File: config.mk
export PLATFORM = sky130hd
export DESIGN_NAME = seq_mult8_ctrl
export DESIGN_NICKNAME = d
export VERILOG_FILES = /design/src/rtl/mult_pkg.sv /design/src/rtl/seq_mult8_ctrl.sv
export SDC_FILE = /design/constraint.sdc
export NUM_CORES = 1
export LEC_CHECK = 0
export ABC_AREA = 1
export CAP_MARGIN = 20
export CORE_ASPECT_RATIO = 1.25
export CORE_MARGIN = 3
export CORE_UTILIZATION = 48
export DETAILED_ROUTE_END_ITERATION = 8
export HOLD_SLACK_MARGIN = 0.12
export PLACE_DENSITY = 0.84
export SYNTH_ARGS = -nofsm -noshare
export SYNTH_HDL_FRONTEND = slang
export SYNTH_SLANG_ARGS = --single-unit
File: constraint.sdc
create_clock -name clk -period 3.2 [get_ports clk]
set_clock_uncertainty 0.05 [all_clocks]
set_input_delay 0.64 -clock clk [delete_from_list [all_inputs] [get_ports clk]]
set_output_delay 0.64 -clock clk [all_outputs]
set_load 0.1 [all_outputs]
File: src/rtl/mult_pkg.sv
// Shared types and widths for the sequential 8x8 shift-and-add multiplier.
package mult_pkg;
   localparam int MULT_W = 8;
   localparam int PROD_W = 16;
   localparam int CNT_W  = 3;

   typedef enum logic [1:0] {
      IDLE = 2'd0,
      RUN  = 2'd1,
      DONE = 2'd2
   } mult_state_t;
endpackage

File: src/rtl/seq_mult8_ctrl.sv
// Shift-and-add controller for 8x8 unsigned multiply; drives an external
// ripple adder each cycle and shifts its 9-bit result into {acc, mq}.
module seq_mult8_ctrl
   import mult_pkg::*;
#(
   parameter int WIDTH = MULT_W
) (
   input  logic               clk,
   input  logic               rst,
   input  logic               start,
   input  logic [WIDTH-1:0]   mcand,
   input  logic [WIDTH-1:0]   mplier,
   output logic               busy,
   output logic               done,
   output logic [2*WIDTH-1:0] product,
   output logic [WIDTH-1:0]   add_a,
   output logic [WIDTH-1:0]   add_b,
   output logic               add_cin,
   input  logic [WIDTH-1:0]   add_sum,
   input  logic               add_cout
);

   mult_state_t        state_q, state_d;
   logic [WIDTH-1:0]   acc_q, acc_d;
   logic [WIDTH-1:0]   mq_q, mq_d;
   logic [WIDTH-1:0]   mcand_q, mcand_d;
   logic [CNT_W-1:0]   cnt_q, cnt_d;
   logic [2*WIDTH-1:0] prod_q, prod_d;

   always_ff @(posedge clk) begin
      if (rst) begin
         state_q <= IDLE;
         acc_q   <= '0;
         mq_q    <= '0;
         mcand_q <= '0;
         cnt_q   <= '0;
         prod_q  <= '0;
      end else begin
         state_q <= state_d;
         acc_q   <= acc_d;
         mq_q    <= mq_d;
         mcand_q <= mcand_d;
         cnt_q   <= cnt_d;
         prod_q  <= prod_d;
      end
   end

   always_comb begin
      state_d = state_q;
      acc_d   = acc_q;
      mq_d    = mq_q;
      mcand_d = mcand_q;
      cnt_d   = cnt_q;
      prod_d  = prod_q;
      case (state_q)
         IDLE, DONE: begin
            if (start) begin
               acc_d   = '0;
               mq_d    = mplier;
               mcand_d = mcand;
               cnt_d   = '0;
               state_d = RUN;
            end else begin
               state_d = IDLE;
            end
         end
         RUN: begin
            // carry-out becomes the new MSB so no bit of the partial sum is lost
            acc_d = {add_cout, add_sum[WIDTH-1:1]};
            mq_d  = {add_sum[0], mq_q[WIDTH-1:1]};
            cnt_d = cnt_q + 1'b1;
            if (cnt_q == CNT_W'(WIDTH-1)) begin
               state_d = DONE;
               prod_d  = {add_cout, add_sum, mq_q[WIDTH-1:1]};
            end
         end
         default: state_d = IDLE;
      endcase
   end

   assign busy    = (state_q == RUN);
   assign done    = (state_q == DONE);
   assign product = prod_q;
   assign add_a   = acc_q;
   assign add_b   = mq_q[0] ? mcand_q : '0;
   assign add_cin = 1'b0;

endmodule

* After elaboration in Yosys (flattened, before gate mapping)
Index checks and enable logic that the tools add are counted.
** Storage, ports and cells
- Output and inout port bits :: 35
- Bits in registers :: 45
- Word-level logic and storage cells :: 28
- Bits of input ports :: 28
** Operators by class
- Reduce and logical (&&, ||, !) cells :: 6
- Muxes and demuxes :: 10
- Add/subtract/negate cells :: 1
- Equality and inequality tests :: 5
** Operators with widths (number)
- case mux 8 bit (2 select lines) :: 2
- two-way mux 8 bit :: 3
- case mux 3 bit (2 select lines) :: 1
- AND reduction 2 bit :: 3
- case mux 2 bit (2 select lines) :: 1
- adder 3 x 1 -> 3 bit, second input constant :: 1
- equality test 3 bit, second input constant :: 1
- two-way mux 3 bit :: 1
- equality test 2 x 1 -> 1 bit, second input constant :: 1
- equality test 2 bit, second input constant :: 1
- zero test 2 bit :: 1
- two-way mux 2 bit :: 1
- != test 2 x 1 -> 1 bit, second input constant :: 1
- != test 2 bit, second input constant :: 1
- nonzero test 2 bit :: 1
- OR reduction 2 bit :: 1
- two-way mux 1 bit :: 1

* Logic depth before layout (Yosys ltp)
- Depth in word-level cells :: 4
- Mapped depth :: 8
- Depth with buffers taken out :: 6

* Least setup slack after synthesis
No wires, ideal clock.
- Path kind :: register to output
- From :: reg state_q[1]
- To :: out done
- Stages on the path, launching flop included :: 3
- Path slack :: 0.774 ns
- Path buffers :: 0
- Data required time :: 2.510 ns
- Arrival :: 1.736 ns
- Path through :: dfxtp_1 > inv_1 > nor2_1
** Between the ends
- Word-level cells in the longest chain between the ends :: 1
** Ends and longest elaborated chain
- start: declaration :: line seq_mult8_ctrl.sv:23 : mult_state_t state_q, state_d;
- start signal: assignment :: line seq_mult8_ctrl.sv:39 : state_q <= state_d;
- equality test 2 bit :: line seq_mult8_ctrl.sv:82 : assign done = (state_q == DONE);
- end: declaration :: line seq_mult8_ctrl.sv:14 : output logic done,
Every way passes these cells.

* Worst setup path after layout
- From :: reg state_q[0]
- To :: out busy
** Between the ends
- Word-level cells in the longest chain between the ends :: 1
** Ends and longest elaborated chain
- equality test 2 x 1 -> 1 bit :: line seq_mult8_ctrl.sv:81 : assign busy = (state_q == RUN);
- end: declaration :: line seq_mult8_ctrl.sv:13 : output logic busy,
Every way passes these cells.

==> results list <==
- The congestion estimate from routability-driven global placement came to 0.7840.
* Worst Path Class, Setup: reg2out
* Flop and latch count out of synthesis: 45
* Global-route wire length before repair: 6.941 mm
- CTS placed an instance of sky130_fd_sc_hd__clkbuf_8 at the clock tree root.
- CTS clk-pin slew, worst paths: 80 ps
- Worst Min Path Start: cnt_q[0]
- Per report_power, the clock group accounts for 34.5% of the total.
* Post-route DRC: 0
- Worst-path maximum fanout: 20
- At the pin with the least slew margin, the transition time is 783.2 ps.
- Combinational group share of total power: 18.4%
- Fraction of power spent switching nets: 28.39%
- Setup repair after global routing left no endpoint under its margin.
- VDD sags by at most 0.3317 mV.
- Synth async-reset ratio: 0%
* Number of max-cap violations: 0
* Height of the die: 75.80 um
- Sum Neg Setup Slack: 0 ps
- Cell internal power was estimated by the tool at 0.0009156 W.
* Detailed Place HPWL: 2.842 mm
- Global Route Usage Sum: 19.94%
* Synthesized instance count: 253
* Per-cell routed wire length: 12.10 um
* Worst min-delay path endpoint: cnt_q[0]
- The multi-input combinational cells in the finished layout cover a total of 760.7 um^2.
* Antenna Violating Nets Remaining: 0
- Data arrives at the worst endpoint at 1710 ps.
* Average instance area after synthesis: 7.393 um^2
* Met1 track demand over resource: 22.29%
- The tightest min-delay check is of the reg2reg type.
* GR Util met2: 33.64%
- Measured against its own limit, the worst slew margin works out to 47.66%.
- Post-CTS Hold Fix Bufs: 0
- The worst register-to-register path ends at product[7].
- Global-route layer with the greatest usage: met2
- Fill cells in the final layout number 303.
- Highest achievable clock rate: 0.4169 GHz
* Floorplan core area: 3603 um^2
* Via count of the first global-routing pass: 1,635
- Power spread over the standard cell area amounts to 519.2 nW/um^2.
- The Yosys step of the flow raised 0 warnings.
* Largest net degree at the start of global routing: 36
* CTS Sinks: 45
- The number of hold-slack violations in the final timing report came to 0.
- Setup violations remaining at the end of the flow were counted as 0.
- After the first detailed-routing iteration, the DRC count stood at 94.
* Net Sw Power: 0.0003629 W
- In this design, the stage delay of the slowest critical-path cell is 510 ps.
- From left edge to right edge, the die measures 61.84 um.
* CTS tree: done
* Fin worst setup slack: 801.4 ps
* Outcome: finished clean
* Full die area: 4687 um^2
- Slowest stage cell on the critical path: sky130_fd_sc_hd__dfxtp_1
- Summed over all cells, the static leakage comes to 1.201 nW.
- Total wire length: 4.197 mm
* Count of distinct cell types in the synthesized netlist: 23
- Worst Reg-to-Reg Cells: 5
* Startpoint of the lowest-slack register-to-register path: state_q[0]
- Reg2Reg Setup Slack: 1270 ps
* Type of origin of the critical path: flop
- Minimum setup slack after placement: 817.5 ps
- In this run the number of H-tree levels came out at 2.
- Subtracting the final worst setup slack from the clock period gives 2399 ps.
- Before antenna repair, the detailed router went through 4 iterations.
- The worst setup path is captured at an output port.
- The number of antenna violations at the first check in global routing was 0.
- Effective utilization at floorplan: 51.91%
* Required @ worst endpoint: 2510 ps
- Yosys mapped a number of flops with a built-in enable equal to 0.
- The number of clock buffers added by TritonCTS is 5.
- After clock tree synthesis, the repair step resized 0 gates.
- In this run the core area contains 24 standard-cell rows.
* Reg power frac: 47.1%
- Relative to the synthesized area, the layout overhead comes to 31.64%.
- Cell Area, Synth: 1871 um^2
- At the end of the flow, the number of nets in the layout was 337.
- The number of antenna diodes in the final layout is 0.
* Proportion of synthesized chip area in sequential cells: 48.16%
- Dividing the detail-routed via count by the number of cells gives 5.055.
* Hold Path Cell Cnt: 1
- Final slew viol count: 0
- The post-route netlist has 15.26% of its cells at a drive strength greater than 1.
* Number of nets produced by synthesis: 283
* GRT met3 Usage: 7.288%
- Number of buffers on the longest clock path: 2
- Tcrit/Tclk final: 74.96%
* Buffers inserted during post-CTS setup optimization: 0
- Total overflow reported by the global router: 0
* Count of pins on the block boundary: 63
- Clock network latency to the later pin of the worst-skew pair: 300 ps
- IO Port Bufs: 61
* Leading register cell type out of synthesis: sky130_fd_sc_hd__dfxtp_1
- The routed layout has 1,754 vias.
- Sequential cell area: 900.9 um^2
* Crit path cell chain: inv_2 > nor2_4 > buf_4
==> through the flow <==
stage / cells / utilization [%] / power [W] / area, um^2 / hold WS (ps)
after floorplan: 253 / - / 0.0007930 / 1871 / 378.4
after CTS: 347 / 68.33 / 0.001287 / 2462 / 421.1
after global placement: 339 / 65.10 / 0.0008476 / 2346 / 393.7
after global routing: 347 / 68.33 / 0.001331 / 2462 / 458.2
after detailed placement: 339 / 65.10 / 0.0008507 / 2346 / 403.6
final: 347 / 68.33 / 0.001279 / 2462 / 417.7
==> worst max-delay path: cells and delay by family, from the launching register on <==
family,cells,cell delay [ps]
buffers and inverters,2,490
DFF,1,510
and+or+nand+nor,1,400
==> cells in the final DEF, fill, tap and decap left out, drive strengths merged <==
cell type      instances
a21oi                 12
bufinv                 1
nand3                 40
nor3                   6
dfxtp                 45
ha                     2
inv                   25
nand2                 57
o21ai                 17
conb                   1
clkdlybuf4s50         27
nand3b                 1
clkbuf                 7
clkinv                 2
nor2                  30
buf                   35
==> power groups by stage <==
stage	Sequential, W	Clock (W)	Combinational (W)
6_report	0.000603	0.000440	0.000235
5_1_grt	0.000607	0.000468	0.000256
4_1_cts	0.000603	0.000448	0.000236
3_5_place_dp	0.000616	0	0.000235
3_3_place_gp	0.000615	0	0.000232
2_1_floorplan	0.000646	0	0.000147
==> Yosys cell counts, types with 2 or more instances <==
cell type	count	area share (%)
sky130_fd_sc_hd__nand2_1	56	11
sky130_fd_sc_hd__dfxtp_1	45	48
sky130_fd_sc_hd__nand3_1	39	10
sky130_fd_sc_hd__nor2_1	29	5.8
sky130_fd_sc_hd__inv_1	24	4.8
sky130_fd_sc_hd__o21ai_0	17	4.5
sky130_fd_sc_hd__a21oi_1	12	3.2
sky130_fd_sc_hd__nor3_1	6	1.6
sky130_fd_sc_hd__buf_2	5	1.3
sky130_fd_sc_hd__clkbuf_1	4	0.80
sky130_fd_sc_hd__buf_4	2	0.80
sky130_fd_sc_hd__buf_6	2	1.2
sky130_fd_sc_hd__ha_1	2	1.3
==> how the worst max path moves through the flow <==
stage,startpoint,to,slack (ps)
final,state_q[0],busy,800
after global routing,state_q[0],busy,690
after CTS,state_q[0],busy,790
after detailed placement,rst,product[10],820
after global placement,rst,product[14],870
after floorplan,state_q[1],done,770
==> flip-flops by register name, indices dropped and copies added, names as in the netlist <==
signal and cells:
mq_q 8, add_a 8, product 16, state_q 2, mcand_q 8, cnt_q 3
==> area by class of cell <==
| class | count | share of cell area (%) |
|---|---|---|
| Clock buffer | 7 | 3.506 |
| Clock inverter | 1 | 1.220 |
| Sequential cell | 45 | 36.59 |
| Multi-Input combinational cell | 166 | 30.89 |
| Timing Repair Buffer | 62 | 21.65 |
| Tap cell | 39 | 1.982 |
| Inverter | 27 | 4.167 |
==> routing by layer <==
metal  part of all wire (%)  vias to the layer above
met5                      0                        -
met1                     43                      796
met3                    7.6                        6
met2                     47                       51
li1                       -                      901
met4                    1.7                        0
==> logic make-up (layout without fill, tap and decap cells) <==
kind of cell / Yosys count / in the layout / share of synthesized area, %
adder cells (fa/ha/maj): 2 / 2 / 1.338
other: 1 / 1 / 0.2005
AND/OR/NAND/NOR: 134 / 134 / 31.37
buffers and inverters: 42 / 97 / 11.17
flip-flops: 45 / 45 / 48.16
AO/OA/AOI/OAI: 29 / 29 / 7.759
(Power assumes the default switching activity.)
